===== src/rtl/multicore_run_ctrl.sv =====
// Run controller for a multi-core processor: launches the enabled cores, gathers their
// end-of-operation flags and reports completion (all/any mode), timeout or abort.
module multicore_run_ctrl #(
   parameter int unsigned core_count    = 2,
   parameter int unsigned timeout_width = 16,
   parameter int unsigned done_mode     = 0
) (
   input  logic                     clk,
   input  logic                     reset,
   input  logic                     start,
   input  logic                     abort,
   input  logic [core_count-1:0]    core_enable,
   input  logic [timeout_width-1:0] timeout_limit,
   input  logic [core_count-1:0]    endop_signal,
   output logic [core_count-1:0]    core_start,
   output logic                     busy,
   output logic                     done,
   output logic                     timed_out,
   output logic [core_count-1:0]    done_mask,
   output logic [timeout_width-1:0] cycle_count
);

   localparam bit any_mode = (done_mode != 0);

   typedef enum logic [2:0] {
      S_IDLE,
      S_LAUNCH,
      S_RUN,
      S_DONE,
      S_TIMEOUT
   } state_t;

   state_t                   state, state_n;
   logic [core_count-1:0]    en_mask, en_mask_n;
   logic [core_count-1:0]    done_mask_n, core_start_n, mask_upd;
   logic [timeout_width-1:0] limit, limit_n, cycle_count_n, count_upd;
   logic                     complete;

   // State register
   always_ff @(posedge clk or negedge reset) begin
      if (!reset) state <= S_IDLE;
      else        state <= state_n;
   end

   // Next-state and next-register values
   always_comb begin
      state_n       = state;
      en_mask_n     = en_mask;
      limit_n       = limit;
      done_mask_n   = done_mask;
      cycle_count_n = cycle_count;
      core_start_n  = '0;
      mask_upd      = done_mask | (endop_signal & en_mask);
      count_upd     = (&cycle_count) ? cycle_count : cycle_count + timeout_width'(1);
      complete      = any_mode ? (|mask_upd) : (mask_upd == en_mask);

      unique case (state)
         S_IDLE: begin
            if (start) begin
               en_mask_n   = core_enable;
               limit_n     = timeout_limit;
               done_mask_n = '0;
               if (core_enable != '0) begin
                  cycle_count_n = '0;
                  core_start_n  = core_enable;
                  state_n       = S_LAUNCH;
               end else begin
                  state_n = S_DONE;
               end
            end
         end
         S_LAUNCH: state_n = abort ? S_IDLE : S_RUN;
         S_RUN: begin
            // abort freezes mask and counter at their pre-edge values
            if (abort) begin
               state_n = S_IDLE;
            end else begin
               done_mask_n   = mask_upd;
               cycle_count_n = count_upd;
               if (complete) begin
                  state_n = S_DONE;
               end else if ((limit != '0) && (count_upd == limit)) begin
                  state_n = S_TIMEOUT;
               end
            end
         end
         S_DONE, S_TIMEOUT: state_n = S_IDLE;
         default:           state_n = S_IDLE;
      endcase
   end

   // Latched run parameters and registered outputs
   always_ff @(posedge clk or negedge reset) begin
      if (!reset) begin
         en_mask     <= '0;
         limit       <= '0;
         done_mask   <= '0;
         cycle_count <= '0;
         core_start  <= '0;
         busy        <= 1'b0;
         done        <= 1'b0;
         timed_out   <= 1'b0;
      end else begin
         en_mask     <= en_mask_n;
         limit       <= limit_n;
         done_mask   <= done_mask_n;
         cycle_count <= cycle_count_n;
         core_start  <= core_start_n;
         busy        <= (state_n == S_LAUNCH) || (state_n == S_RUN);
         done        <= (state_n == S_DONE);
         timed_out   <= (state_n == S_TIMEOUT);
      end
   end

endmodule


===== config.mk =====
export PLATFORM = sky130hd
export DESIGN_NAME = multicore_run_ctrl
export DESIGN_NICKNAME = d
export VERILOG_FILES = /design/src/rtl/multicore_run_ctrl.sv
export SDC_FILE = /design/constraint.sdc
export NUM_CORES = 1
export LEC_CHECK = 0
export BUFFER_PORTS_ARGS = -buffer_cell sky130_fd_sc_hd__buf_2
export CORE_MARGIN = 2
export CORE_UTILIZATION = 35
export DETAILED_ROUTE_END_ITERATION = 7
export PLACE_DENSITY = 0.62
export SKIP_LAST_GASP = 1
export SLEW_MARGIN = 20
export SYNTH_ARGS = -nofsm -noshare
export SYNTH_HDL_FRONTEND = slang
export SYNTH_SLANG_ARGS = --single-unit
export TNS_END_PERCENT = 20

===== constraint.sdc =====
create_clock -name clk -period 7.85 [get_ports clk]
set_input_delay 1.57 -clock clk [delete_from_list [all_inputs] [get_ports clk]]
set_output_delay 1.57 -clock clk [all_outputs]
set_load 0.02 [all_outputs]

==> results.yml, run 1 <==
clock_network:
  clock_latency_ns: 0.30
  clock-root-buffer: "clkbuf_8"
  cts_buffer_depth: 2
  cts_resized: 0
  cts_sinks: 44
  post_cts_buffers: 0
  cts_inserted_buffers: 5
  holdBufCountCts: 0
  h-tree-depth: 2
  cts_tree: "done"
  clkTransAtPathRegs_ns: 0.09
outcome:
  outcome: "finished clean"
layout:
  diodes: 0
  post-route-util: 0.416
  drive_above_1_share: 0.193
  finish.net_count: 372
  fillerInstances: 746
  finalNonFillerCells: 447
  area_growth_pct: 16.0
synth:
  ys_types: 49
  ys_ff_latch: 44
  yosysWarnings: 0
  synth_top_cells_by_area: "dfrtp_1, nand2_1, nor2_1"
  synth_edf_count: 0
  synth_top_area_share: 0.428
  avgSynthCellArea_um2: 8.41
  yosysTopAreaCell: "dfrtp_1"
  syn_area_mm2: 0.00257
  syn-num-nets: 331
  synthArstFlopShare: 1.00
  synthCells: 306
  synth_ff_type: "dfrtp_1"
  seq_area_frac_synth: 0.428
  synth_common_cells: "nand2_1, dfrtp_1, nor2_1, o21ai_0, a21oi_1"
  synth.most_common_cell: "nand2_1"
timing:
  period_share: 0.465
  slew_headroom: 0.388
  hold_ws_ns: 0.533
  finalSetupViolCount: 0
  period_needed_ns: 3.65
  hold_viol_final: 0
  tns_ns: 0
  timing.fmax_mhz: 274
  skew_ns: 0.00531
  rsz0062_at_grt: "no"
  slew_viol_final: 0
  tightest_slew_ns: 0.915
route:
  wl_per_cell_um: 15.0
  viasPerCell: 5.27
  dr.pass1.iters: 4
  drc: 0
  finalWirelength_um: 6710
  ant_nets: 0
  drt-initial-drc-count: 139
  vias: 2356
critical_path:
  worstPathCellList: "ha_1 -> nand4_1 -> nor4_2 -> nor3b_1 -> or4_1 -> or3_1 -> or4_4 -> nor4_1 -> o21ai_1"
  crit_arrival_ns: 3.84
  path_max_fanout: 9
  max_stage_delay_ns: 0.73
  cp-start-kind: "flop"
  criticalPathCategory: "flop to flop"
  path_delay_family: "simple AND/OR/NAND/NOR gates"
  critical_path_required_ns: 8.04
  cp_slowest_cell: "nor4_2"
  endpoint_kind: "flop"
  crit_buf_inv: 0
placement:
  place_hpwl_um: 5010
  globalplace.congestion: 0.860
  place_inst: 439
  numPortBuffers: 46
grt:
  antenna_found_initial: 0
  grt_max_degree: 45
  grt_pass1_vias: 2243
  grt_usage: 0.173
  grt_pass1_wl_um: 11300
  grt_remaining_overflow: 0
floorplan:
  die_y_um: 89.7
  dieArea_mm2: 0.00805
  placementRows: 31
  core-area_mm2: 0.00718
  initial_core_util: 0.359
  io_pins: 47
  die_w_um: 89.7
min_path:
  hold_path.class: "flop to flop"
power:
  vdd_drop_max_v: 0.000119
  p_leak_nw: 1.36
  p_per_area_mw_per_mm2: 268
  power.total_mw: 0.799
run:
  cap_violations: 0
[area by class of cell]
cell class                      count  area (µm²)  share of cell area
Multi-Input combinational cell    241        1390               0.466
Clock inverter                      2        13.8             0.00461
Tap cell                           99         124              0.0415
Clock buffer                        6        82.6              0.0277
Sequential cell                    44        1100               0.369
Timing Repair Buffer               47         240              0.0805
Inverter                            8        30.0              0.0101
[cells in the final DEF (no fill, tap or decap), types with 2 or more instances in the layout]
cell and instances:
nand2_1 63, buf_2 45, dfrtp_1 44, nor2_1 26, o21ai_0 17, a21oi_1 14, xnor2_1 11, nor3_1 11
nand3_1 10, nor4_1 10, xor2_1 10, inv_1 8, and3_1 6, clkbuf_8 6, a31oi_1 5, and2_1 4
nand4_1 4, mux2i_1 4, or4_1 3, nor3b_1 3, or3_1 3, nand4_2 2, and4_1 2, nand2b_1 2
o2111ai_1 2, or2_2 2, o21a_1 2, o21ai_1 2, a21o_1 2, buf_4 2
[logic make-up (layout without fill, tap and decap cells)]
| kind of cell | after synthesis | in the layout | synth area share |
|---|---|---|---|
| muxes | 5 | 5 | 0.0199 |
| xor gates and xnor gates | 21 | 21 | 0.0715 |
| and+or+nand+nor | 161 | 161 | 0.317 |
| AOI/OAI and AO/OA | 53 | 53 | 0.125 |
| adders and majority gates | 1 | 1 | 0.00486 |
| buffers and inverters | 21 | 63 | 0.0336 |
| DFF | 44 | 44 | 0.428 |
[through the flow]
| step | setup slack [ns] | instance area, µm² |
|---|---|---|
| floorplan | 4.51 | 2570 |
| finish | 4.20 | 2980 |
| CTS | 4.21 | 2980 |
| detailed placement | 4.23 | 2880 |
| global route | 3.78 | 2980 |
| global placement | 4.13 | 2880 |
[registers in the layout, summed over array words and instances, names as in the netlist]
register / count
busy: 1
core_start: 2
cycle_count: 16
done: 1
done_mask: 2
en_mask: 2
limit: 16
state: 3
timed_out: 1
[path summary, 6_finish.rpt]
check | start | to | slack [ns] | cells after the start
worst max-delay path | cycle_count[0]$_DFFE_PN0P_ | busy$_DFF_PN0_ | 4.20 | 9
worst min-delay path | en_mask[0]$_DFFE_PN0P_ | en_mask[0]$_DFFE_PN0P_ | 0.53 | 1
worst max register to register | cycle_count[0]$_DFFE_PN0P_ | busy$_DFF_PN0_ | 4.20 | 9
worst min register to register | en_mask[0]$_DFFE_PN0P_ | en_mask[0]$_DFFE_PN0P_ | 0.53 | 1
max in group asynchronous | reset | cycle_count[13]$_DFFE_PN0P_ | 6.22 | 1
min in group asynchronous | reset | core_start[0]$_DFF_PN0_ | 1.25 | 1
[worst register-to-register path: cells and delay by family (launching register included)]
| kind | cells | cell delay [ns] |
|---|---|---|
| compound gates | 1 | 0.10 |
| flops | 1 | 0.51 |
| fa+ha+maj | 1 | 0.34 |
| simple gates | 7 | 2.60 |
[metal layers]
metal	track usage	routed length, µm
met2	0.254	2990
met4	0.0577	100
met3	0.0302	308
met5	0	0
met1	0.259	3320
[report_power, final]
part	switching [mW]	internal [mW]
Combinational	0.167	0.114
Clock	0.0825	0.0720
Sequential	0.0760	0.288
No activity file was read; power rests on OpenSTA's default activity.
==> run 2: changes to the inputs <==
ABC_AREA = 1   (was default)
clock period = 3.75 ns   (was 7.85 ns; I/O delays follow)
==> results.yml, run 2 <==
layout:
  finish.net_count: 434
  drive_above_1_share: 0.183
  reg_top3: "cycle_count x16, limit x16, state x3"
  layout_commonest_cell: "nand2_1"
  post-route-util: 0.421
  final_cell_mix: "nand2_1, nor2_1, buf_2"
  area_growth_pct: 17.1
  finalNonFillerCells: 509
  diodes: 0
route:
  finalWirelength_um: 6720
  ant_nets: 0
  viasPerCell: 4.94
  drc: 0
  dr.pass1.iters: 5
  vias: 2515
  drt-initial-drc-count: 168
  wl_per_cell_um: 13.2
clock_network:
  post_cts_buffers: 0
  clkTransAtPathRegs_ns: 0.09
  cts_inserted_buffers: 5
  clock_latency_ns: 0.30
  h-tree-depth: 2
  cts_tree: "done"
  cts_sinks: 44
  clock-root-buffer: "clkbuf_8"
  cts_resized: 0
  cts_buffer_depth: 2
  holdBufCountCts: 0
synth:
  ys_ff_latch: 44
  syn-num-nets: 387
  avgSynthCellArea_um2: 7.12
  ys_types: 31
  synth_edf_count: 0
  synth.most_common_cell: "nand2_1"
  synth_ff_type: "dfrtp_1"
  synthCells: 362
  yosysWarnings: 0
  synth_top_area_share: 0.427
  yosysTopAreaCell: "dfrtp_1"
  seq_area_frac_synth: 0.427
  synth_common_cells: "nand2_1, nor2_1, dfrtp_1, inv_1, nand3_1"
  synth_top_cells_by_area: "dfrtp_1, nand2_1, nor2_1"
  synthArstFlopShare: 1.00
  syn_area_mm2: 0.00258
power:
  vdd_drop_max_v: 0.000236
  p_leak_nw: 1.62
  p_per_area_mw_per_mm2: 560
  power.total_mw: 1.69
critical_path:
  crit-reg2reg-capture: "busy$_DFF_PN0_"
  r2r_cells: 18
  worstReg2RegStart: "cycle_count[0]$_DFFE_PN0P_"
  criticalPathCategory: "flop to flop"
  r2r_setup_slack_ns: 1.28
  endpoint_kind: "flop"
  critical_path_required_ns: 3.94
  cp-start-kind: "flop"
  path_max_fanout: 18
  crit_arrival_ns: 2.66
placement:
  place_hpwl_um: 5160
  globalplace.congestion: 0.893
  dp_slack_ns: 1.31
  place_inst: 501
  numPortBuffers: 46
grt:
  grt_usage: 0.173
  grt_remaining_overflow: 0
  grt_max_degree: 45
  grt_pass1_wl_um: 11500
  antenna_found_initial: 0
  grt_pass1_vias: 2399
floorplan:
  core-area_mm2: 0.00718
  placementRows: 31
  initial_core_util: 0.359
  die_y_um: 89.8
  io_pins: 47
  dieArea_mm2: 0.00807
  die_w_um: 89.8
timing:
  period_share: 0.658
  slew_viol_final: 0
  finalSetupViolCount: 0
  skew_ns: 0.0102
  rsz0062_at_grt: "no"
  slew_headroom: 0.348
  fin_ws_ns: 1.28
  tightest_slew_ns: 0.977
  tns_ns: 0
  period_needed_ns: 2.47
  timing.fmax_mhz: 405
  hold_viol_final: 0
min_path:
  min_to: "en_mask[1]$_DFFE_PN0P_"
  hold_path_depth: 2
  hold_path.class: "flop to flop"
  min_from: "en_mask[1]$_DFFE_PN0P_"
outcome:
  outcome: "finished clean"
run:
  cap_violations: 0
[run 2: cell types whose count changed after synthesis, moves of 6 or more]
| cell | previous run | this run |
|---|---|---|
| nand3_1 | 10 | 25 |
| nand2_1 | 63 | 109 |
| inv_1 | 8 | 43 |
| nor3_1 | 11 | 0 |
| xnor2_1 | 11 | 1 |
| nor2_1 | 26 | 47 |
| nor4_1 | 10 | 4 |
| a21oi_1 | 14 | 20 |
| and3_1 | 6 | 0 |
| xor2_1 | 10 | 4 |
[run 2: where the power goes]
group          internal [mW]  leakage, nW  switching [mW]
registers              0.604        0.557           0.116
clock network          0.197       0.0541           0.171
logic                  0.219         1.01           0.382
[run 2: logic make-up after synthesis]
family,synth area share
compound gates,0.0985
xor+xnor,0.0170
fa+ha+maj,0.00485
buf+inv,0.0815
flops,0.427
mux,0.00874
simple gates,0.362
[run 2: through the flow]
step	hold slack [ns]	area, µm²
after detailed placement	0.527	2910
after floorplan	0.454	2580
final	0.543	3020
after CTS	0.550	3020
after global placement	0.513	2910
after global routing	0.598	3020
[run 2: area by class of cell]
class	instances	area (µm²)
clock buffers	5	68.8
clock inverters	3	42.5
fillers	749	4160
inverters	45	171
multi-input cells	265	1270
flip-flops and latches	44	1100
well taps	99	124
repair buffers	48	245
[run 2: how the worst max path moves through the flow]
| stage | startpoint | to | slack, ns | cells past startpoint |
|---|---|---|---|---|
| floorplan | cycle_count[0]$_DFFE_PN0P_ | busy$_DFF_PN0_ | 1.42 | 19 |
| global placement | cycle_count[0]$_DFFE_PN0P_ | busy$_DFF_PN0_ | 1.40 | 18 |
| detailed placement | cycle_count[0]$_DFFE_PN0P_ | busy$_DFF_PN0_ | 1.31 | 18 |
| CTS | cycle_count[0]$_DFFE_PN0P_ | busy$_DFF_PN0_ | 1.29 | 18 |
| global route | cycle_count[0]$_DFFE_PN0P_ | busy$_DFF_PN0_ | 1.04 | 18 |
| finish | cycle_count[0]$_DFFE_PN0P_ | busy$_DFF_PN0_ | 1.28 | 18 |
[run 2: layer usage]
layer,track usage,vias to the layer above,part of all wire
li1,-,1257,-
met1,0.245,1174,0.49
met2,0.273,77,0.45
met3,0.0344,7,0.048
met4,0.0397,0,0.011
met5,0,-,0
[run 2: critical path, cell delays in order, from the launching register on]
cell,delay (ns)
dfrtp_1,0.47
ha_1,0.29
nand3_2,0.15
inv_2,0.12
nand2_4,0.08
nor2_8,0.16
inv_4,0.11
nand3_1,0.08
nand2_1,0.06
nor2_1,0.10
nand2_1,0.06
nor2_1,0.17
nand3_2,0.13
nand2_1,0.08
nand2_1,0.06
nand2_2,0.07
nand2_2,0.05
nand2_1,0.06
nand2_1,0.05
==> run 3: changes to the inputs <==
PLACE_DENSITY = 0.64   (was 0.62)
clock period = 2.1 ns   (was 3.75 ns; I/O delays follow)
==> results.yml, run 3 (synthesized netlist as in run 2, its figures left out) <==
critical_path:
  r2r_cells: 18
  path_max_fanout: 7
  path_delay_family: "simple AND/OR/NAND/NOR gates"
  r2r_setup_slack_ns: -0.02
  critical_path_required_ns: 2.30
  endpoint_kind: "flop"
  cpMostUsedCell: "nand2_1"
  crit_arrival_ns: 2.32
  worstPathCellList: "ha_4 -> nand3_4 -> inv_4 -> nand2_4 -> nor2_8 -> nand2_1 -> nand3_1 -> nand2_1 -> nor2_1 -> nand2_1 -> nor2_2 -> nand3_2 -> nand2_1 -> nand2_1 -> nand2_2 -> nand2_2 -> nand2_1 -> nand2_1"
  crit_buf_inv: 1
  crit-reg2reg-capture: "busy$_DFF_PN0_"
  criticalPathCategory: "flop to flop"
  worstReg2RegStart: "cycle_count[0]$_DFFE_PN0P_"
  cp-start-kind: "flop"
  max_stage_delay_ns: 0.42
  cp_slowest_cell: "dfrtp_2"
floorplan:
  die_w_um: 89.8
  io_pins: 47
  core-area_mm2: 0.00718
  dieArea_mm2: 0.00807
  initial_core_util: 0.359
  die_y_um: 89.8
  placementRows: 31
clock_network:
  cts_inserted_buffers: 5
  cts_tree: "done"
  h-tree-depth: 2
  clock-root-buffer: "clkbuf_8"
  cts_sinks: 44
  cts_buffer_depth: 2
  holdBufCountCts: 0
  clock_latency_ns: 0.31
  clkTransAtPathRegs_ns: 0.09
layout:
  finish.net_count: 479
  layout_commonest_cell: "nand2_1"
  fillerInstances: 735
  area_growth_pct: 35.7
  final_cell_mix: "nand2_1, buf_2, buf_4"
  diodes: 0
  reg_top3: "cycle_count x16, limit x16, state x3"
  drive_above_1_share: 0.314
  stdcell_area_mm2: 0.00350
power:
  p_comb_frac: 0.376
  p_leak_nw: 1.87
  vdd_drop_max_v: 0.000483
  sequentialPowerShare: 0.388
  p_clk_frac: 0.237
  p_sw_mw: 1.23
  switching_share: 0.373
  p_int_mw: 2.07
  p_per_area_mw_per_mm2: 945
placement:
  globalplace.congestion: 0.931
  place_hpwl_um: 5630
  placed_area_mm2: 0.00326
  numPortBuffers: 46
route:
  finalWirelength_um: 7110
  wl_met3_um: 320
  dr.pass1.iters: 4
  vias: 2590
  top_layer: "met4"
  wl_per_cell_um: 12.8
  met1_length_um: 3410
  viasPerCell: 4.68
  ant_nets: 0
  drc: 0
  drt-initial-drc-count: 128
  met2WireLength_um: 3280
timing:
  timing.fmax_mhz: 471
  slew_headroom: 0.666
  rsz0062_at_grt: "yes"
  fin_ws_ns: -0.0227
  period_needed_ns: 2.12
  period_share: 1.01
  slew_viol_final: 0
  hold_ws_ns: 0.0705
  tightest_slew_ns: 0.501
  finalSetupViolCount: 1
  hold_viol_final: 0
  skew_ns: 0.0139
grt:
  grt_remaining_overflow: 0
  grt_pass1_vias: 2555
  grt_usage: 0.188
  antenna_found_initial: 0
  grt_pass1_wl_um: 12400
  grt_max_degree: 30
outcome:
  outcome: "complete, but fails checks"
  violations: "setup timing"
min_path:
  hold_path.class: "input pin to asynchronous set/reset pin"
run:
  cap_violations: 0
==> run 3: cell count changes in the layout (fill, tap and decap cells not counted), moves of 2 or more <==
cell,before,now
dfrtp_2,0,11
nor2_4,1,3
dfrtp_1,44,33
buf_4,2,45
xor2_2,0,2
nor2_1,47,40
o21ai_0,19,17
xor2_1,4,2
nor2_2,2,7
==> run 3: power groups by stage <==
stage | clock (mW) | sequential [mW] | combinational [mW]
after floorplan | 0 | 1.32 | 0.759
after global placement | 0 | 1.29 | 1.19
after detailed placement | 0 | 1.30 | 1.21
after CTS | 0.802 | 1.28 | 1.25
after global routing | 0.834 | 1.32 | 1.43
final | 0.782 | 1.28 | 1.24
==> run 3: how the worst max path moves through the flow <==
stage	start	endpoint	cells past startpoint
after floorplan	cycle_count[0]$_DFFE_PN0P_	busy$_DFF_PN0_	19
after global placement	cycle_count[5]$_DFFE_PN0P_	busy$_DFF_PN0_	18
after detailed placement	cycle_count[4]$_DFFE_PN0P_	busy$_DFF_PN0_	19
after CTS	cycle_count[1]$_DFFE_PN0P_	busy$_DFF_PN0_	19
after global routing	cycle_count[0]$_DFFE_PN0P_	busy$_DFF_PN0_	18
final	cycle_count[0]$_DFFE_PN0P_	busy$_DFF_PN0_	18
==> run 3: repair_timing <==
item	4_1_cts	5_1_grt
setup endpoints to repair	6	6
setup buffers	3	1
gates resized for setup	12	11
endpoints found under the hold margin	0	0
pin swaps	1	5
==> run 3: area by class of cell <==
class / instances / area [µm²] / share of cell area
well taps: 99 / 124 / 0.0354
clock inverters: 2 / 60.1 / 0.0172
inverters: 45 / 179 / 0.0512
repair buffers: 93 / 599 / 0.171
flip-flops and latches: 44 / 1110 / 0.319
multi-input cells: 265 / 1350 / 0.385
clock buffers: 6 / 72.6 / 0.0208
==> run 3: routing by layer <==
metal,GRT usage,vias up
li1,-,1347
met4,0.0474,0
met1,0.265,1174
met3,0.0344,8
met2,0.302,61
met5,0,-
==> run 3: per-stage QoR <==
step / TNS (ns) / worst slack, ns / power (mW) / cells / util
2_1_floorplan: -0.0109 / -0.0109 / 2.08 / 362 / -
3_3_place_gp: -0.369 / -0.103 / 2.48 / 542 / 0.454
3_5_place_dp: -0.348 / -0.0898 / 2.51 / 542 / 0.454
4_1_cts: -0.00794 / -0.00794 / 3.33 / 553 / 0.480
5_1_grt: -1.13 / -0.267 / 3.59 / 554 / 0.487
6_report: -0.0227 / -0.0227 / 3.30 / 554 / 0.487
